File: src/rtl/serial_add_ctrl.sv
// Bit-serial adder controller: one shared full-adder cell (two half adders plus an OR), one bit per clock, LSB first.
// Define SERIAL_ADD_SUB_EN to add the sub input port, which makes the block compute a - b in two's complement.

module serial_add_half_adder (
    input  logic x,
    input  logic y,
    output logic s,
    output logic c
);
    assign s = x ^ y;
    assign c = x & y;
endmodule

module serial_add_full_adder (
    input  logic a,
    input  logic b,
    input  logic ci,
    output logic s,
    output logic co
);
    logic s1;
    logic c1;
    logic c2;

    serial_add_half_adder u_ha0 (.x(a),  .y(b),  .s(s1), .c(c1));
    serial_add_half_adder u_ha1 (.x(s1), .y(ci), .s(s),  .c(c2));

    assign co = c1 | c2;
endmodule

module serial_add_ctrl #(
    parameter int WIDTH = 8
) (
    input  logic             clk,
    input  logic             rst,
    input  logic             start,
`ifdef SERIAL_ADD_SUB_EN
    input  logic             sub,
`endif
    input  logic [WIDTH-1:0] a,
    input  logic [WIDTH-1:0] b,
    output logic             busy,
    output logic             done,
    output logic [WIDTH-1:0] sum,
    output logic             cout
);
    localparam int             CNT_W = (WIDTH > 1) ? $clog2(WIDTH) : 1;
    localparam logic [CNT_W-1:0] LAST  = CNT_W'(WIDTH - 1);

    typedef enum logic [1:0] {
        IDLE = 2'd0,
        RUN  = 2'd1,
        FIN  = 2'd2
    } state_t;

    state_t           state;
    state_t           state_nxt;
    logic [WIDTH-1:0] a_sr;
    logic [WIDTH-1:0] b_sr;
    logic [WIDTH-1:0] res_sr;
    logic [WIDTH-1:0] res_nxt;
    logic             carry;
    logic [CNT_W-1:0] cnt;
    logic             bit_s;
    logic             bit_c;
    logic [WIDTH-1:0] b_load;
    logic             c_load;

`ifdef SERIAL_ADD_SUB_EN
    // Subtraction is a + ~b + 1: invert b at capture and seed the carry with 1.
    assign b_load = sub ? ~b : b;
    assign c_load = sub;
`else
    assign b_load = b;
    assign c_load = 1'b0;
`endif

    serial_add_full_adder u_fa (
        .a  (a_sr[0]),
        .b  (b_sr[0]),
        .ci (carry),
        .s  (bit_s),
        .co (bit_c)
    );

    assign res_nxt = {bit_s, res_sr[WIDTH-1:1]};

    // NOTE: sequential state uses non-blocking assignments so every register samples pre-edge values.
    always_ff @(posedge clk) begin
        if (rst) begin
            state <= IDLE;
        end else begin
            state <= state_nxt;
        end
    end

    // NOTE: every output of this block gets a default first, so no path leaves one unassigned (no latch).
    always_comb begin
        state_nxt = state;
        busy      = 1'b0;
        done      = 1'b0;
        case (state)
            IDLE: begin
                if (start) begin
                    state_nxt = RUN;
                end
            end
            RUN: begin
                busy = 1'b1;
                if (cnt == LAST) begin
                    state_nxt = FIN;
                end
            end
            FIN: begin
                busy      = 1'b1;
                done      = 1'b1;
                state_nxt = IDLE;
            end
            default: begin
                state_nxt = IDLE;
            end
        endcase
    end

    always_ff @(posedge clk) begin
        if (rst) begin
            a_sr   <= '0;
            b_sr   <= '0;
            res_sr <= '0;
            carry  <= 1'b0;
            cnt    <= '0;
            sum    <= '0;
            cout   <= 1'b0;
        end else begin
            case (state)
                IDLE: begin
                    if (start) begin
                        a_sr  <= a;
                        b_sr  <= b_load;
                        carry <= c_load;
                        cnt   <= '0;
                    end
                end
                RUN: begin
                    a_sr   <= a_sr >> 1;
                    b_sr   <= b_sr >> 1;
                    res_sr <= res_nxt;
                    carry  <= bit_c;
                    cnt    <= cnt + CNT_W'(1);
                    // The result registers only move on the edge that enters FIN.
                    if (cnt == LAST) begin
                        sum  <= res_nxt;
                        cout <= bit_c;
                    end
                end
                default: begin
                end
            endcase
        end
    end
endmodule

File: config.mk
export PLATFORM = sky130hd
export DESIGN_NAME = serial_add_ctrl
export DESIGN_NICKNAME = d
export VERILOG_FILES = /design/src/rtl/serial_add_ctrl.sv
export SDC_FILE = /design/constraint.sdc
export NUM_CORES = 1
export LEC_CHECK = 0
export BUFFER_PORTS_ARGS = -buffer_cell sky130_fd_sc_hd__buf_2
export CAP_MARGIN = 15
export CORE_ASPECT_RATIO = 0.7
export CORE_UTILIZATION = 39
export CTS_CLUSTER_DIAMETER = 60
export DETAILED_ROUTE_END_ITERATION = 12
export HOLD_SLACK_MARGIN = 0.15
export PLACE_DENSITY_LB_ADDON = 0.05
export REMOVE_ABC_BUFFERS = 1
export SYNTH_ARGS = -nofsm -noshare
export SYNTH_HDL_FRONTEND = slang
export SYNTH_SLANG_ARGS = --single-unit
export TNS_END_PERCENT = 20
File: constraint.sdc
create_clock -name clk -period 1.5 [get_ports clk]
set_clock_uncertainty 0.05 [all_clocks]
set_input_delay 0.075 -clock clk [delete_from_list [all_inputs] [get_ports clk]]
set_output_delay 0.075 -clock clk [all_outputs]
set_load 0.05 [all_outputs]
### Yosys cells after proc, flatten, opt, wreduce, memory -nomap -nowiden

Index checks and enable logic that the tools add are counted.

| storage, ports and cells | value |
|---|---|
| flip-flop bits (word level) | 39 |
| input port bits | 19 |
| output and inout bits | 11 |
| word-level logic and storage cells | 38 |

| operators by class | value |
|---|---|
| add/sub/neg operators | 1 |
| eq/ne operators | 5 |
| multiplexer cells | 13 |
| bitwise operators | 5 |
| reductions and logical operators | 6 |

Operators by type and width:

| operator | number |
|---|---|
| case mux 8 bit (2 select lines) | 2 |
| two-way mux 8 bit | 2 |
| case mux 3 bit (2 select lines) | 1 |
| AND reduction 2 bit | 3 |
| two-way mux 2 bit | 2 |
| inequality test 2 bit, second input constant | 2 |
| case mux 2 bit (2 select lines) | 1 |
| adder 3 x 1 -> 3 bit, second input constant | 1 |
| == test 3 bit, second input constant | 1 |
| two-way mux 1 bit | 3 |
| two-way mux 3 bit | 1 |
| bitwise AND 1 bit | 2 |
| == test 2 x 1 -> 1 bit, second input constant | 1 |
| == test 2 bit, second input constant | 1 |
| zero test 2 bit | 1 |
| case mux 1 bit (2 select lines) | 1 |
| nonzero test 2 bit | 1 |
| OR reduction 2 bit | 1 |
| bitwise XOR 1 bit | 2 |
| OR 1 bit | 1 |

### Depth between registers and ports, before layout

| logic depth | value |
|---|---|
| depth in word-level cells | 4 |
| mapped depth | 7 |

### Cells and area by module

A second synthesis with hierarchy kept.

| second synthesis, totals | value |
|---|---|
| cells, all modules | 169 |
| area total of the unflattened synthesis | 1746.7 µm² |

By module, submodules not included:

| module | times used | cells an instance | area an instance (µm²) |
|---|---|---|---|
| serial_add_ctrl | 1 | 166 | 1715.4 |
| serial_add_half_adder | 2 | 1 | 12.5 |
| serial_add_full_adder | 1 | 1 | 6.3 |

### Worst setup path before layout

OpenSTA, ideal clock, no wires.

| timing | value |
|---|---|
| kind | reg2reg |
| start point | register state[1] |
| end point | register a_sr[1] |
| arrival | 1256 ps |
| required time | 1306 ps |
| setup slack | 50 ps |
| stages on the path, launching flop included | 8 |
| path buffers | 2 |
| period minus slack after synthesis | 1450 ps |
| cells stage by stage | dfxtp_1 inv_1 ha_1 buf_6 mux2_4 buf_6 nor2_1 a211oi_2 |

| between the ends | value |
|---|---|
| word-level cells in the longest chain between the ends | 3 |

Ends and longest elaborated chain:

| element | RTL line | source |
|---|---|---|
| from (decl) | 56 | `state_t state;` |
| from (signal assigned) | 93 | `state <= state_nxt;` |
| == test 2 x 1 -> 1 bit / zero test 2 bit (equally long branches) | 135 | `case (state)` |
| nonzero test 2 bit (no source line) / inequality test 2 bit (equally long branches) | - |  |
| AND reduction 2 bit (no source line) | - |  |
| to (signal assigned) | 145 | `a_sr <= a_sr >> 1;` |
| to (decl) | 58 | `logic [WIDTH-1:0] a_sr;` |

Parallel ways exist; a longest one is shown, timed or not.
A chain may end at the register's enable or synchronous reset.

### Final worst setup path

| timing | value |
|---|---|
| start point | register state[1] |
| end point | register cnt[2] |

| between the ends | value |
|---|---|
| word-level cells in the longest chain between the ends | 3 |

Ends and longest elaborated chain:

| element | RTL line | source |
|---|---|---|
| == test 2 x 1 -> 1 bit / zero test 2 bit (equally long branches) | 135 |  |
| nonzero test 2 bit (no source line) / inequality test 2 bit (equally long branches) | - |  |
| AND reduction 2 bit (no source line) | - |  |
| to (signal assigned) | 149 | `cnt <= cnt + CNT_W'(1);` |
| to (decl) | 63 | `logic [CNT_W-1:0] cnt;` |

Parallel ways exist; a longest one is shown, timed or not.

==> impl_results.md <==
- Status: complete, no violations
- Static Leakage: 0.928 nW
- Setup_tns: 0 ns
- Worst Max-Slew Pin Slew: 0.412 ns
- Yosys warning total: 0
- Synthesized instance count: 175
- Final Max Tran Viols: 0
- TritonCTS Sinks: 38
- Wire per inst: 13.1 um
- Syn-to-layout area delta: 30.4%
- Routed via count: 1414
- Cell Int Power: 1.82 mW
- Setup violators final: 0
- Netlist cell types: 24
- Worst Path Class, Setup: reg -> reg
- Slew headroom: 72.5%
- Worst-path fanout max: 28
- Root Buffer Master: clkbuf_8
- Largest net degree at the start of global routing: 29
- H-tree depth: 2
- Area of the die: 4810 um2
- First-pass GRT wire length: 5.84 mm
- Vias in the first global route: 1293
- Antenna violations before repair: 0
- # rows: 20
- Dpl hpwl: 2.28 mm
- Die width: 82.5 um
- Layout cells sized above 1: 31.6%
- Worst endpoint data arrival time: 1.61 ns
- Register area: 762 um2
- Util after Layout: 53.0%
- Switching share of power: 25.3%
- Comb pwr share: 18.8%
- Flop pwr share: 45.1%
- Critical Path Sink Type: flip-flop
- Clock latency on the worst-skew pair: 0.29 ns
- I/O pin count: 30
- Setup Buffers After CTS: 0
- Num CTS Buffers: 5
- Worst Path Required: 1.63 ns
- RSZ-0062 raised after global routing: true
- Total GRT Usage: 16.7%
- Final wirelength: 3.67 mm
- Synthesized area per cell: 10.1 um2
- Antenna cell count: 0
- VDD IR max: 0.553 mV
- HP Class: reg -> reg
- CTS tree: built
- Post-route ant nets: 0
- Multi-input logic area: 933 um2
- Worst Setup Start Kind: flip-flop
- #FFs+latches synth: 38
- Sequential fraction of the synthesis area: 43.0%
- Die H: 58.3 um
- DR vias/cell: 5.05
- Final hold violation count: 0
- DRC: 0
- GRT overflow: 0
- Overall Power: 2.44 mW
- Starting DRT DRC Count: 40
- Tmin final: 1.48 ns
- Starting density of the core: 40.6%
- Core ar.: 4350 um2
- Final period utilization: 98.9%
- Max Clk Rate: 674 MHz
- Mapped Area: 1770 um2
- Drt pass-1 iters: 4
- Switching power: 0.618 mW
- GP Congestion: 0.756
- Port Buffers: 29
- CTS Buffer Depth: 2
- Pwr/cell area: 1060 nW/um2
- Clock power share: 36.0%
- Max-cap violations: 0
- Clock transition at the registers of the reported paths: 0.07 ns
- Final nets: 250
- # fillers: 412
[worst max-delay path: stages (launching register included)]
cell	delay (ns)
dfxtp_1	0.32
inv_2	0.11
ha_4	0.21
buf_12	0.20
mux2_2	0.36
nand2_1	0.07
a21oi_1	0.06
[final timing paths]
| path | from | end | slack, ns | depth (start not counted) |
|---|---|---|---|---|
| worst max-delay path | state[1]$_SDFFE_PP0P_ | cnt[2]$_SDFFE_PP0P_ | 0.02 | 6 |
| worst min-delay path | sum[2]$_SDFFE_PP0P_ | sum[2]$_SDFFE_PP0P_ | 0.40 | 2 |
| worst max register to register | state[1]$_SDFFE_PP0P_ | cnt[2]$_SDFFE_PP0P_ | 0.02 | 6 |
| worst min register to register | sum[2]$_SDFFE_PP0P_ | sum[2]$_SDFFE_PP0P_ | 0.40 | 2 |
[cell families (layout without fill, tap and decap cells)]
group,Yosys count,in the layout,share of synthesized area (%)
simple gates,52,52,12.4
flops,38,38,43.0
xor+xnor,1,1,0.495
compound gates,34,34,16.8
buf+inv,17,66,6.86
mux,27,28,15.8
fa+ha+maj,6,6,4.67
[per-stage QoR]
| step | std cells | instance area, um2 | hold slack, ns | setup slack (ns) |
|---|---|---|---|---|
| after floorplan | 161 | 1660 | 0.0896 | -1.04 |
| after global placement | 254 | 1970 | 0.377 | -0.0249 |
| after detailed placement | 254 | 1970 | 0.397 | -0.0922 |
| after CTS | 280 | 2290 | 0.408 | 0.00679 |
| after global routing | 280 | 2310 | 0.432 | -0.0592 |
| final | 280 | 2310 | 0.404 | 0.0162 |
[per-layer routing]
metal	track usage [%]	vias up	part of all wire, %
met1	21.2	673	50
met4	8.02	0	1.7
li1	-	710	-
met2	25.9	21	45
met3	5.12	10	3.4
met5	0	-	0
[layout make-up]
cell class	instances	area share [%]
well taps	55	2.98
clock buffers	6	3.58
flip-flops and latches	38	33.0
repair buffers	56	18.1
clock inverters	1	1.30
multi-input cells	121	40.5
inverters	3	0.488
[layout by cell type (no fill, tap or decap), drive strengths merged]
cell	n
mux2	5
nand2	13
mux2i	23
nand2b	1
fa	1
dfxtp	38
nand3	9
ha	5
o21ai	1
a2111oi	1
nor2b	3
dlygate4sd3	18
clkbuf	6
a32oi	3
a211oi	16
bufinv	1
and3	1
inv	3
nor2	25
xnor2	1
buf	38
a21oi	13
[cell usage after synthesis, drive strengths merged]
| cell | n | area, um2 |
|---|---|---|
| a211oi | 16 | 190 |
| a2111oi | 1 | 10.0 |
| nand3 | 9 | 45.0 |
| ha | 5 | 62.6 |
| inv | 3 | 11.3 |
| nor2b | 3 | 18.8 |
| dfxtp | 38 | 761 |
| fa | 1 | 20.0 |
| nand2b | 1 | 6.26 |
| mux2 | 4 | 48.8 |
| and3 | 1 | 6.26 |
| a21oi | 13 | 65.1 |
| nor2 | 25 | 93.8 |
| buf | 10 | 95.1 |
| mux2i | 23 | 230 |
| xnor2 | 1 | 8.76 |
| nand2 | 13 | 48.8 |
| clkbuf | 4 | 15.0 |
| o21ai | 1 | 5.00 |
| a32oi | 3 | 26.3 |
[state kept, by name, indices dropped and copies added, names as in the netlist]
register and count:
res_sr 7, b_sr 8, cout 1, state 2
a_sr 8, cnt 3, sum 8, carry 1
[power groups by stage]
stage	Sequential (mW)	Combinational (mW)	Clock, mW
after global routing	1.11	0.497	0.950
after CTS	1.10	0.454	0.910
final	1.10	0.460	0.880
after detailed placement	1.12	0.396	0
after global placement	1.12	0.384	0
after floorplan	1.11	0.271	0
[timing repair]
action                                 CTS  global route
hold buffers                            18             0
endpoints found under the hold margin   17             0
gates cloned                             1             0
resized for setup                        6             3
setup endpoints to repair               21            23
No activity file was read; power rests on OpenSTA's default activity.
